$ cat config.mk
export PLATFORM = sky130hd
export DESIGN_NAME = d_e_issue_reg_flat
export DESIGN_NICKNAME = d
export VERILOG_FILES = /design/src/rtl/d_e_issue_reg_if.sv /design/src/rtl/d_e_issue_reg.sv /design/src/flat_wrapper.sv
export SDC_FILE = /design/constraint.sdc
export NUM_CORES = 1
export LEC_CHECK = 0
export BUFFER_PORTS_ARGS = -buffer_cell sky130_fd_sc_hd__buf_2
export CORE_AREA = 2 2 144 146
export DETAILED_ROUTE_END_ITERATION = 12
export DIE_AREA = 0 0 146 148
export SLEW_MARGIN = 20
export SYNTH_ARGS = -nofsm -noshare
export SYNTH_HDL_FRONTEND = slang
export SYNTH_SLANG_ARGS = --single-unit
$ cat constraint.sdc
create_clock -name clk -period 2.25 [get_ports clk]
set_input_delay 0.45 -clock clk [delete_from_list [all_inputs] [get_ports clk]]
set_output_delay 0.45 -clock clk [all_outputs]
set_load 0.05 [all_outputs]
$ cat src/rtl/d_e_issue_reg_if.sv
// D->E issue boundary signals: decoded D-stage fields in, registered E-stage fields
// and hazard/stall status out.
interface d_e_issue_reg_if #(
  parameter int WIDTH = 32,
  parameter int CNT_W = 16
);
  logic [WIDTH-1:0] D_PC, D_Instr, D_RD1, D_RD2, D_EXT;
  logic [4:0]       D_A3;
  logic             D_isMD;
  logic [2:0]       D_MDUop;
  logic             D_HIWrite, D_LOWrite, D_HIRead, D_LORead;
  logic             stall_other, flush, E_busy;

  logic [WIDTH-1:0] E_PC, E_Instr, E_RD1, E_RD2, E_EXT;
  logic [4:0]       E_A3;
  logic             E_start;
  logic [2:0]       E_MDUop;
  logic             E_HIWrite, E_LOWrite, E_HIRead, E_LORead;
  logic             D_stall, md_wait;
  logic [CNT_W-1:0] md_stall_cnt;

  modport master (
    output D_PC, D_Instr, D_RD1, D_RD2, D_EXT, D_A3, D_isMD, D_MDUop,
           D_HIWrite, D_LOWrite, D_HIRead, D_LORead, stall_other, flush, E_busy,
    input  E_PC, E_Instr, E_RD1, E_RD2, E_EXT, E_A3, E_start, E_MDUop,
           E_HIWrite, E_LOWrite, E_HIRead, E_LORead, D_stall, md_wait, md_stall_cnt
  );

  modport slave (
    input  D_PC, D_Instr, D_RD1, D_RD2, D_EXT, D_A3, D_isMD, D_MDUop,
           D_HIWrite, D_LOWrite, D_HIRead, D_LORead, stall_other, flush, E_busy,
    output E_PC, E_Instr, E_RD1, E_RD2, E_EXT, E_A3, E_start, E_MDUop,
           E_HIWrite, E_LOWrite, E_HIRead, E_LORead, D_stall, md_wait, md_stall_cnt
  );
endinterface

$ cat src/rtl/d_e_issue_reg.sv
// D/E pipeline register in front of the MDU: issues the one-cycle MDU start,
// stalls D on MDU structural hazards and counts those stall cycles.
module d_e_issue_reg #(
  parameter int WIDTH = 32,
  parameter int CNT_W = 16
) (
  input logic         clk,
  input logic         reset,
  d_e_issue_reg_if.slave bus
);
  localparam logic [0:0] RUN    = 1'b0;
  localparam logic [0:0] MDWAIT = 1'b1;

  typedef struct packed {
    logic [WIDTH-1:0] pc, instr, rd1, rd2, ext;
    logic [4:0]       a3;
    logic             start;
    logic [2:0]       mduop;
    logic             hiw, low, hir, lor;
  } e_reg_t;

  e_reg_t           e_q, e_d;
  logic [0:0]       state_q, state_d;
  logic [CNT_W-1:0] cnt_q, cnt_d;
  logic             d_uses_md, md_hz, d_stall;

  assign d_uses_md = bus.D_isMD | bus.D_HIWrite | bus.D_LOWrite | bus.D_HIRead | bus.D_LORead;
  assign md_hz     = d_uses_md & bus.E_busy;
  assign d_stall   = md_hz | bus.stall_other;

  // A stalled D never enters E, so start fires exactly once per MD instruction.
  always_comb begin
    e_d = '0;
    if (!(bus.flush | d_stall)) begin
      e_d.pc    = bus.D_PC;
      e_d.instr = bus.D_Instr;
      e_d.rd1   = bus.D_RD1;
      e_d.rd2   = bus.D_RD2;
      e_d.ext   = bus.D_EXT;
      e_d.a3    = bus.D_A3;
      e_d.start = bus.D_isMD;
      e_d.mduop = bus.D_MDUop;
      e_d.hiw   = bus.D_HIWrite;
      e_d.low   = bus.D_LOWrite;
      e_d.hir   = bus.D_HIRead;
      e_d.lor   = bus.D_LORead;
    end
  end

  always_comb begin
    state_d = md_hz ? MDWAIT : RUN;
    cnt_d   = cnt_q;
    if (md_hz && (cnt_q != {CNT_W{1'b1}})) cnt_d = cnt_q + CNT_W'(1);
  end

  always_ff @(posedge clk or negedge reset) begin
    if (!reset) begin
      e_q     <= '0;
      state_q <= RUN;
      cnt_q   <= '0;
    end else begin
      e_q     <= e_d;
      state_q <= state_d;
      cnt_q   <= cnt_d;
    end
  end

  assign bus.E_PC         = e_q.pc;
  assign bus.E_Instr      = e_q.instr;
  assign bus.E_RD1        = e_q.rd1;
  assign bus.E_RD2        = e_q.rd2;
  assign bus.E_EXT        = e_q.ext;
  assign bus.E_A3         = e_q.a3;
  assign bus.E_start      = e_q.start;
  assign bus.E_MDUop      = e_q.mduop;
  assign bus.E_HIWrite    = e_q.hiw;
  assign bus.E_LOWrite    = e_q.low;
  assign bus.E_HIRead     = e_q.hir;
  assign bus.E_LORead     = e_q.lor;
  assign bus.D_stall      = d_stall;
  assign bus.md_wait      = (state_q == MDWAIT);
  assign bus.md_stall_cnt = cnt_q;
endmodule

$ cat src/flat_wrapper.sv
// flat-port wrapper written by rule: the top's interface ports become plain ports
module d_e_issue_reg_flat 
#(
  parameter int WIDTH = 32,
  parameter int CNT_W = 16
)
  (clk, reset, bus_D_PC, bus_D_Instr, bus_D_RD1, bus_D_RD2, bus_D_EXT, bus_D_A3, bus_D_isMD, bus_D_MDUop, bus_D_HIWrite, bus_D_LOWrite, bus_D_HIRead, bus_D_LORead, bus_stall_other, bus_flush, bus_E_busy, bus_E_PC, bus_E_Instr, bus_E_RD1, bus_E_RD2, bus_E_EXT, bus_E_A3, bus_E_start, bus_E_MDUop, bus_E_HIWrite, bus_E_LOWrite, bus_E_HIRead, bus_E_LORead, bus_D_stall, bus_md_wait, bus_md_stall_cnt);
  d_e_issue_reg_if #(.WIDTH(WIDTH), .CNT_W(CNT_W)) bus_i ();
  input logic clk;
  input logic reset;
  input wire logic [$bits(bus_i.D_PC)-1:0] bus_D_PC;
  input wire logic [$bits(bus_i.D_Instr)-1:0] bus_D_Instr;
  input wire logic [$bits(bus_i.D_RD1)-1:0] bus_D_RD1;
  input wire logic [$bits(bus_i.D_RD2)-1:0] bus_D_RD2;
  input wire logic [$bits(bus_i.D_EXT)-1:0] bus_D_EXT;
  input wire logic [$bits(bus_i.D_A3)-1:0] bus_D_A3;
  input wire logic [$bits(bus_i.D_isMD)-1:0] bus_D_isMD;
  input wire logic [$bits(bus_i.D_MDUop)-1:0] bus_D_MDUop;
  input wire logic [$bits(bus_i.D_HIWrite)-1:0] bus_D_HIWrite;
  input wire logic [$bits(bus_i.D_LOWrite)-1:0] bus_D_LOWrite;
  input wire logic [$bits(bus_i.D_HIRead)-1:0] bus_D_HIRead;
  input wire logic [$bits(bus_i.D_LORead)-1:0] bus_D_LORead;
  input wire logic [$bits(bus_i.stall_other)-1:0] bus_stall_other;
  input wire logic [$bits(bus_i.flush)-1:0] bus_flush;
  input wire logic [$bits(bus_i.E_busy)-1:0] bus_E_busy;
  output wire logic [$bits(bus_i.E_PC)-1:0] bus_E_PC;
  output wire logic [$bits(bus_i.E_Instr)-1:0] bus_E_Instr;
  output wire logic [$bits(bus_i.E_RD1)-1:0] bus_E_RD1;
  output wire logic [$bits(bus_i.E_RD2)-1:0] bus_E_RD2;
  output wire logic [$bits(bus_i.E_EXT)-1:0] bus_E_EXT;
  output wire logic [$bits(bus_i.E_A3)-1:0] bus_E_A3;
  output wire logic [$bits(bus_i.E_start)-1:0] bus_E_start;
  output wire logic [$bits(bus_i.E_MDUop)-1:0] bus_E_MDUop;
  output wire logic [$bits(bus_i.E_HIWrite)-1:0] bus_E_HIWrite;
  output wire logic [$bits(bus_i.E_LOWrite)-1:0] bus_E_LOWrite;
  output wire logic [$bits(bus_i.E_HIRead)-1:0] bus_E_HIRead;
  output wire logic [$bits(bus_i.E_LORead)-1:0] bus_E_LORead;
  output wire logic [$bits(bus_i.D_stall)-1:0] bus_D_stall;
  output wire logic [$bits(bus_i.md_wait)-1:0] bus_md_wait;
  output wire logic [$bits(bus_i.md_stall_cnt)-1:0] bus_md_stall_cnt;
  assign bus_i.D_PC = bus_D_PC;
  assign bus_i.D_Instr = bus_D_Instr;
  assign bus_i.D_RD1 = bus_D_RD1;
  assign bus_i.D_RD2 = bus_D_RD2;
  assign bus_i.D_EXT = bus_D_EXT;
  assign bus_i.D_A3 = bus_D_A3;
  assign bus_i.D_isMD = bus_D_isMD;
  assign bus_i.D_MDUop = bus_D_MDUop;
  assign bus_i.D_HIWrite = bus_D_HIWrite;
  assign bus_i.D_LOWrite = bus_D_LOWrite;
  assign bus_i.D_HIRead = bus_D_HIRead;
  assign bus_i.D_LORead = bus_D_LORead;
  assign bus_i.stall_other = bus_stall_other;
  assign bus_i.flush = bus_flush;
  assign bus_i.E_busy = bus_E_busy;
  assign bus_E_PC = bus_i.E_PC;
  assign bus_E_Instr = bus_i.E_Instr;
  assign bus_E_RD1 = bus_i.E_RD1;
  assign bus_E_RD2 = bus_i.E_RD2;
  assign bus_E_EXT = bus_i.E_EXT;
  assign bus_E_A3 = bus_i.E_A3;
  assign bus_E_start = bus_i.E_start;
  assign bus_E_MDUop = bus_i.E_MDUop;
  assign bus_E_HIWrite = bus_i.E_HIWrite;
  assign bus_E_LOWrite = bus_i.E_LOWrite;
  assign bus_E_HIRead = bus_i.E_HIRead;
  assign bus_E_LORead = bus_i.E_LORead;
  assign bus_D_stall = bus_i.D_stall;
  assign bus_md_wait = bus_i.md_wait;
  assign bus_md_stall_cnt = bus_i.md_stall_cnt;
  d_e_issue_reg #(.WIDTH(WIDTH), .CNT_W(CNT_W)) u_core (.clk(clk), .reset(reset), .bus(bus_i));
endmodule
# ---- After elaboration in Yosys (flattened, before gate mapping)
# Cells that the tools add are included.
dict set report classes {
  addsub 1
  n_eq_ne 1
  mux 2
  bitwise 7
  n_reduce_logical 1
}
# cell count
set ops {}
lappend ops {{$mux W173} 1}
lappend ops {{$add A16 B1 Y16 const B} 1}
lappend ops {{$ne A16 B16 Y1 const B} 1}
lappend ops {{$or A1 B1 Y1} 6}
lappend ops {{$and A1 B1 Y1} 1}
lappend ops {{$logic_and A1 B1 Y1} 1}
lappend ops {{$mux W1} 1}
dict set report word_totals {
  reg_bits 190
  in_bits 178
  out_inout_bits 191
}

# ---- Longest topological paths before layout
dict set report depth {
  ltp_word 8
  depth_mapped 7
}

# ---- Least setup slack after synthesis
# OpenSTA, ideal clock, no wires.
dict set report synth_timing {
  path_type {input-to-output}
  start {input bus_D_isMD}
  end {output bus_D_stall}
  arrival_ns 1.666
  required_time_ns 1.800
  setup_slack_ns 0.134
  path_stages 3
  path_buffers 0
  path_cell_list {or4_4 o21ai_4 or2b_1}
}
dict set report synth_via {
  elab_chain_len 6
}
# item line_no
set synth_rtl {}
lappend synth_rtl {{from (decl)} flat_wrapper.sv:17} ;# input wire logic [$bits(bus_i.D_isMD)-1:0] bus_D_isMD;
lappend synth_rtl {{$or A1 B1 Y1 (4 in a row)} d_e_issue_reg.sv:27} ;# assign d_uses_md = bus.D_isMD | bus.D_HIWrite | bus.D_LOWrite | bus.D_HIRead | bus.D_LORead;
lappend synth_rtl {{$and A1 B1 Y1} d_e_issue_reg.sv:28} ;# assign md_hz = d_uses_md & bus.E_busy;
lappend synth_rtl {{$or A1 B1 Y1} d_e_issue_reg.sv:29} ;# assign d_stall = md_hz | bus.stall_other;
lappend synth_rtl {{to (decl)} flat_wrapper.sv:38} ;# output wire logic [$bits(bus_i.D_stall)-1:0] bus_D_stall;
# Every way passes these cells.

# ---- Worst setup path after layout
# Same ends and word-level chain as after synthesis.

==> qor.yml <==
antenna_found_initial: 0
dieArea_um2: 21600
worstPathCellList: "buf_2, or4_4, o21ai_4, or2b_1, buf_2"
multi_input_area_um2: 1550
synth_nets: 624
avgRoutedWirePerCell_um: 14.8
critPathArrivalTime_ns: 1.76
port_buffers: 368
cap_violations: 0
wirelength_met1_um: 6430
final_cell_mix: "buf_2, dfrtp_1, and2_1, and2_2, clkbuf_16"
overflow: 0
h-tree-depth: 4
place.gp.congestion: 0.783
dp_hpwl_um: 12600
grt.total_usage_pct: 15.3
die_w_um: 146
num_vias: 4513
p_int_w: 0.00555
cts_setup_buffers: 0
ios: 369
crit_path_start_kind: "input pin"
ys_ff_latch: 190
switching_power_w: 0.00239
dr.pass1.iters: 4
synth_top_area_share_pct: 73.9
ys_warn_count: 0
cts_sinks: 190
hold_ws_ns: 0.227
syn_inst: 445
drt_iter0_drc: 89
endpoint_kind: "primary output"
maxSlewViolCount: 0
status: "completed"
syn_to_final_growth_pct: 45.1
drc: 0
ys.flop_type: "dfrtp_1"
pwr-share-seq_pct: 46.6
path_class: "input pin to primary output"
register_area_um2: 4750
path_common_cell: "buf_2"
yosys.area.top_type: "dfrtp_1"
pre_cts_ws_ns: 0.0222
synth.area.top_cells: "dfrtp_1, and2_1, and2_2"
drt_wl_total_um: 16600
final-hold-violation-count: 0
leakagePower_nw: 5.40
setup-tns-final_ns: 0
synth.avg_cell_area_um2: 14.5
clkSlewWorstSetupHoldPaths_ns: 0.07
max_freq_mhz: 452
ir_worst_vdd_mv: 0.491
fin_crit_ns: 2.21
start_util_pct: 32.1
fin_nets: 1014
mostFrequentLayoutCell: "buf_2"
rsz0062_at_grt: "no"
clock_skew_ns: 0.0122
insertion_delay_ns: 0.42
maxSlewHeadroom_pct: 62.7
power_density_nw_per_um2: 851
wl_met3_um: 1430
crit_required_ns: 1.80
top_layer: "met4"
cts_buffer_depth: 2
final_layout_size_suffix_gt1_share_pct: 53.8
synthArstFlopShare_pct: 100
hp-class: "input pin to register"
critPathMaxFanout: 3
fin_cells: 1117
critPathSlowestCell: "or4_4"
synth-edff-count: 0
ant_nets: 0
swShare_pct: 30.1
met2WireLength_um: 8510
fillers: 1923
tightest_slew_ns: 0.555
setup-violations-final: 0
period_share_pct: 98.4
slowest_delay_ns: 0.55
synthDistinctLibCells: 31
dp.cells: 1085
yosysSeqAreaShare_pct: 73.9
fp.coreArea_um2: 20000
diodes: 0
reg2reg_slack_ns: 0.38
pwr-share-clk_pct: 37.4
grt_pass1_wl_um: 25200
numCtsBuffers: 17
first_global_vias: 4646
fin_util_pct: 46.6
cts_tree: "yes"
synthesis.area_um2: 6430
vias_per_cell: 4.04
grt_start_max_net_pins: 58
power_frac_comb_pct: 15.9
rows: 52
fp.dieH_um: 148
finalWorstSetupSlack_ns: 0.0357
clockRootBuffer: "clkbuf_16"
through the flow:
step	area, um^2	power, W
after floorplan	6430	0.00455
after global placement	8730	0.00504
after detailed placement	8730	0.00505
after CTS	9330	0.00808
after global routing	9330	0.00833
final	9330	0.00794
power groups by stage:
stage	clock [W]	combinational (W)	sequential, W
finish	0.00297	0.00126	0.00371
global placement	0	0.00127	0.00377
global route	0.00325	0.00135	0.00373
CTS	0.00309	0.00128	0.00371
detailed placement	0	0.00128	0.00377
floorplan	0	0.000224	0.00433
worst paths after layout:
check	from	endpoint	depth (start not counted)
max	bus_D_isMD	bus_D_stall	5
min	bus_D_PC[25]	u_core.bus.E_PC[25]$_DFF_PN0_	2
max reg2reg	u_core.bus.md_stall_cnt[0]$_DFFE_PN0P_	u_core.bus.md_stall_cnt[15]$_DFFE_PN0P_	5
min reg2reg	u_core.bus.md_stall_cnt[15]$_DFFE_PN0P_	u_core.bus.md_stall_cnt[15]$_DFFE_PN0P_	1
max in group asynchronous	reset	u_core.bus.E_RD1[29]$_DFF_PN0_	3
min in group asynchronous	reset	u_core.bus.md_stall_cnt[7]$_DFFE_PN0P_	2
critical path, delay by kind of cell:
family / cells / cell delay, ns
AOI/OAI and AO/OA: 1 / 0.20
and+or+nand+nor: 2 / 0.79
buffers and inverters: 2 / 0.32
area by class of cell:
type / instances / share of cell area [%]
tap: 270 / 3.62
timing repair buffer: 390 / 22.3
clock buffer: 18 / 4.71
inverter: 4 / 0.188
sequential: 190 / 50.9
clock inverter: 13 / 1.62
multi-input combinational: 232 / 16.6
cell usage after synthesis (2+ instances only):
master,count
and2_1,146
nor2_1,4
dfrtp_1,190
a211oi_1,4
nor4_1,4
buf_6,2
nand4_1,3
and2_2,27
xor2_1,10
and4_1,2
inv_1,3
nand2_1,5
nand3_1,5
xnor2_1,2
mux2_2,4
clkbuf_2,17
nor3_1,3
routing by layer:
layer,global-route usage [%],vias to the layer above
met2,26.3,218
met5,0,-
met3,5.83,15
li1,-,2169
met4,4.71,0
met1,17.7,2111
sequential cells by signal, indices dropped and copies added, names as in the netlist:
register and flops:
u_core.bus.E_A3 5, u_core.bus.E_EXT 32, u_core.bus.E_HIRead 1, u_core.bus.E_HIWrite 1, u_core.bus.E_Instr 32, u_core.bus.E_LORead 1, u_core.bus.E_LOWrite 1, u_core.bus.E_MDUop 3
u_core.bus.E_PC 32, u_core.bus.E_RD1 32, u_core.bus.E_RD2 32, u_core.bus.E_start 1, u_core.bus.md_stall_cnt 16, u_core.bus.md_wait 1
repair_timing:
item,in CTS,in global routing
resized for setup,0,0
hold buffers,1,0
endpoints found under the hold margin,14,0
kinds of logic (layout without fill, tap and decap cells):
group,after synthesis,in the layout,synth area share [%]
mux,4,4,0.700
fa+ha+maj,1,1,0.194
xor+xnor,12,12,1.63
buf+inv,23,425,1.95
compound gates,10,10,1.26
flops,190,190,73.9
simple gates,205,205,20.3
(Power assumes the default switching activity.)
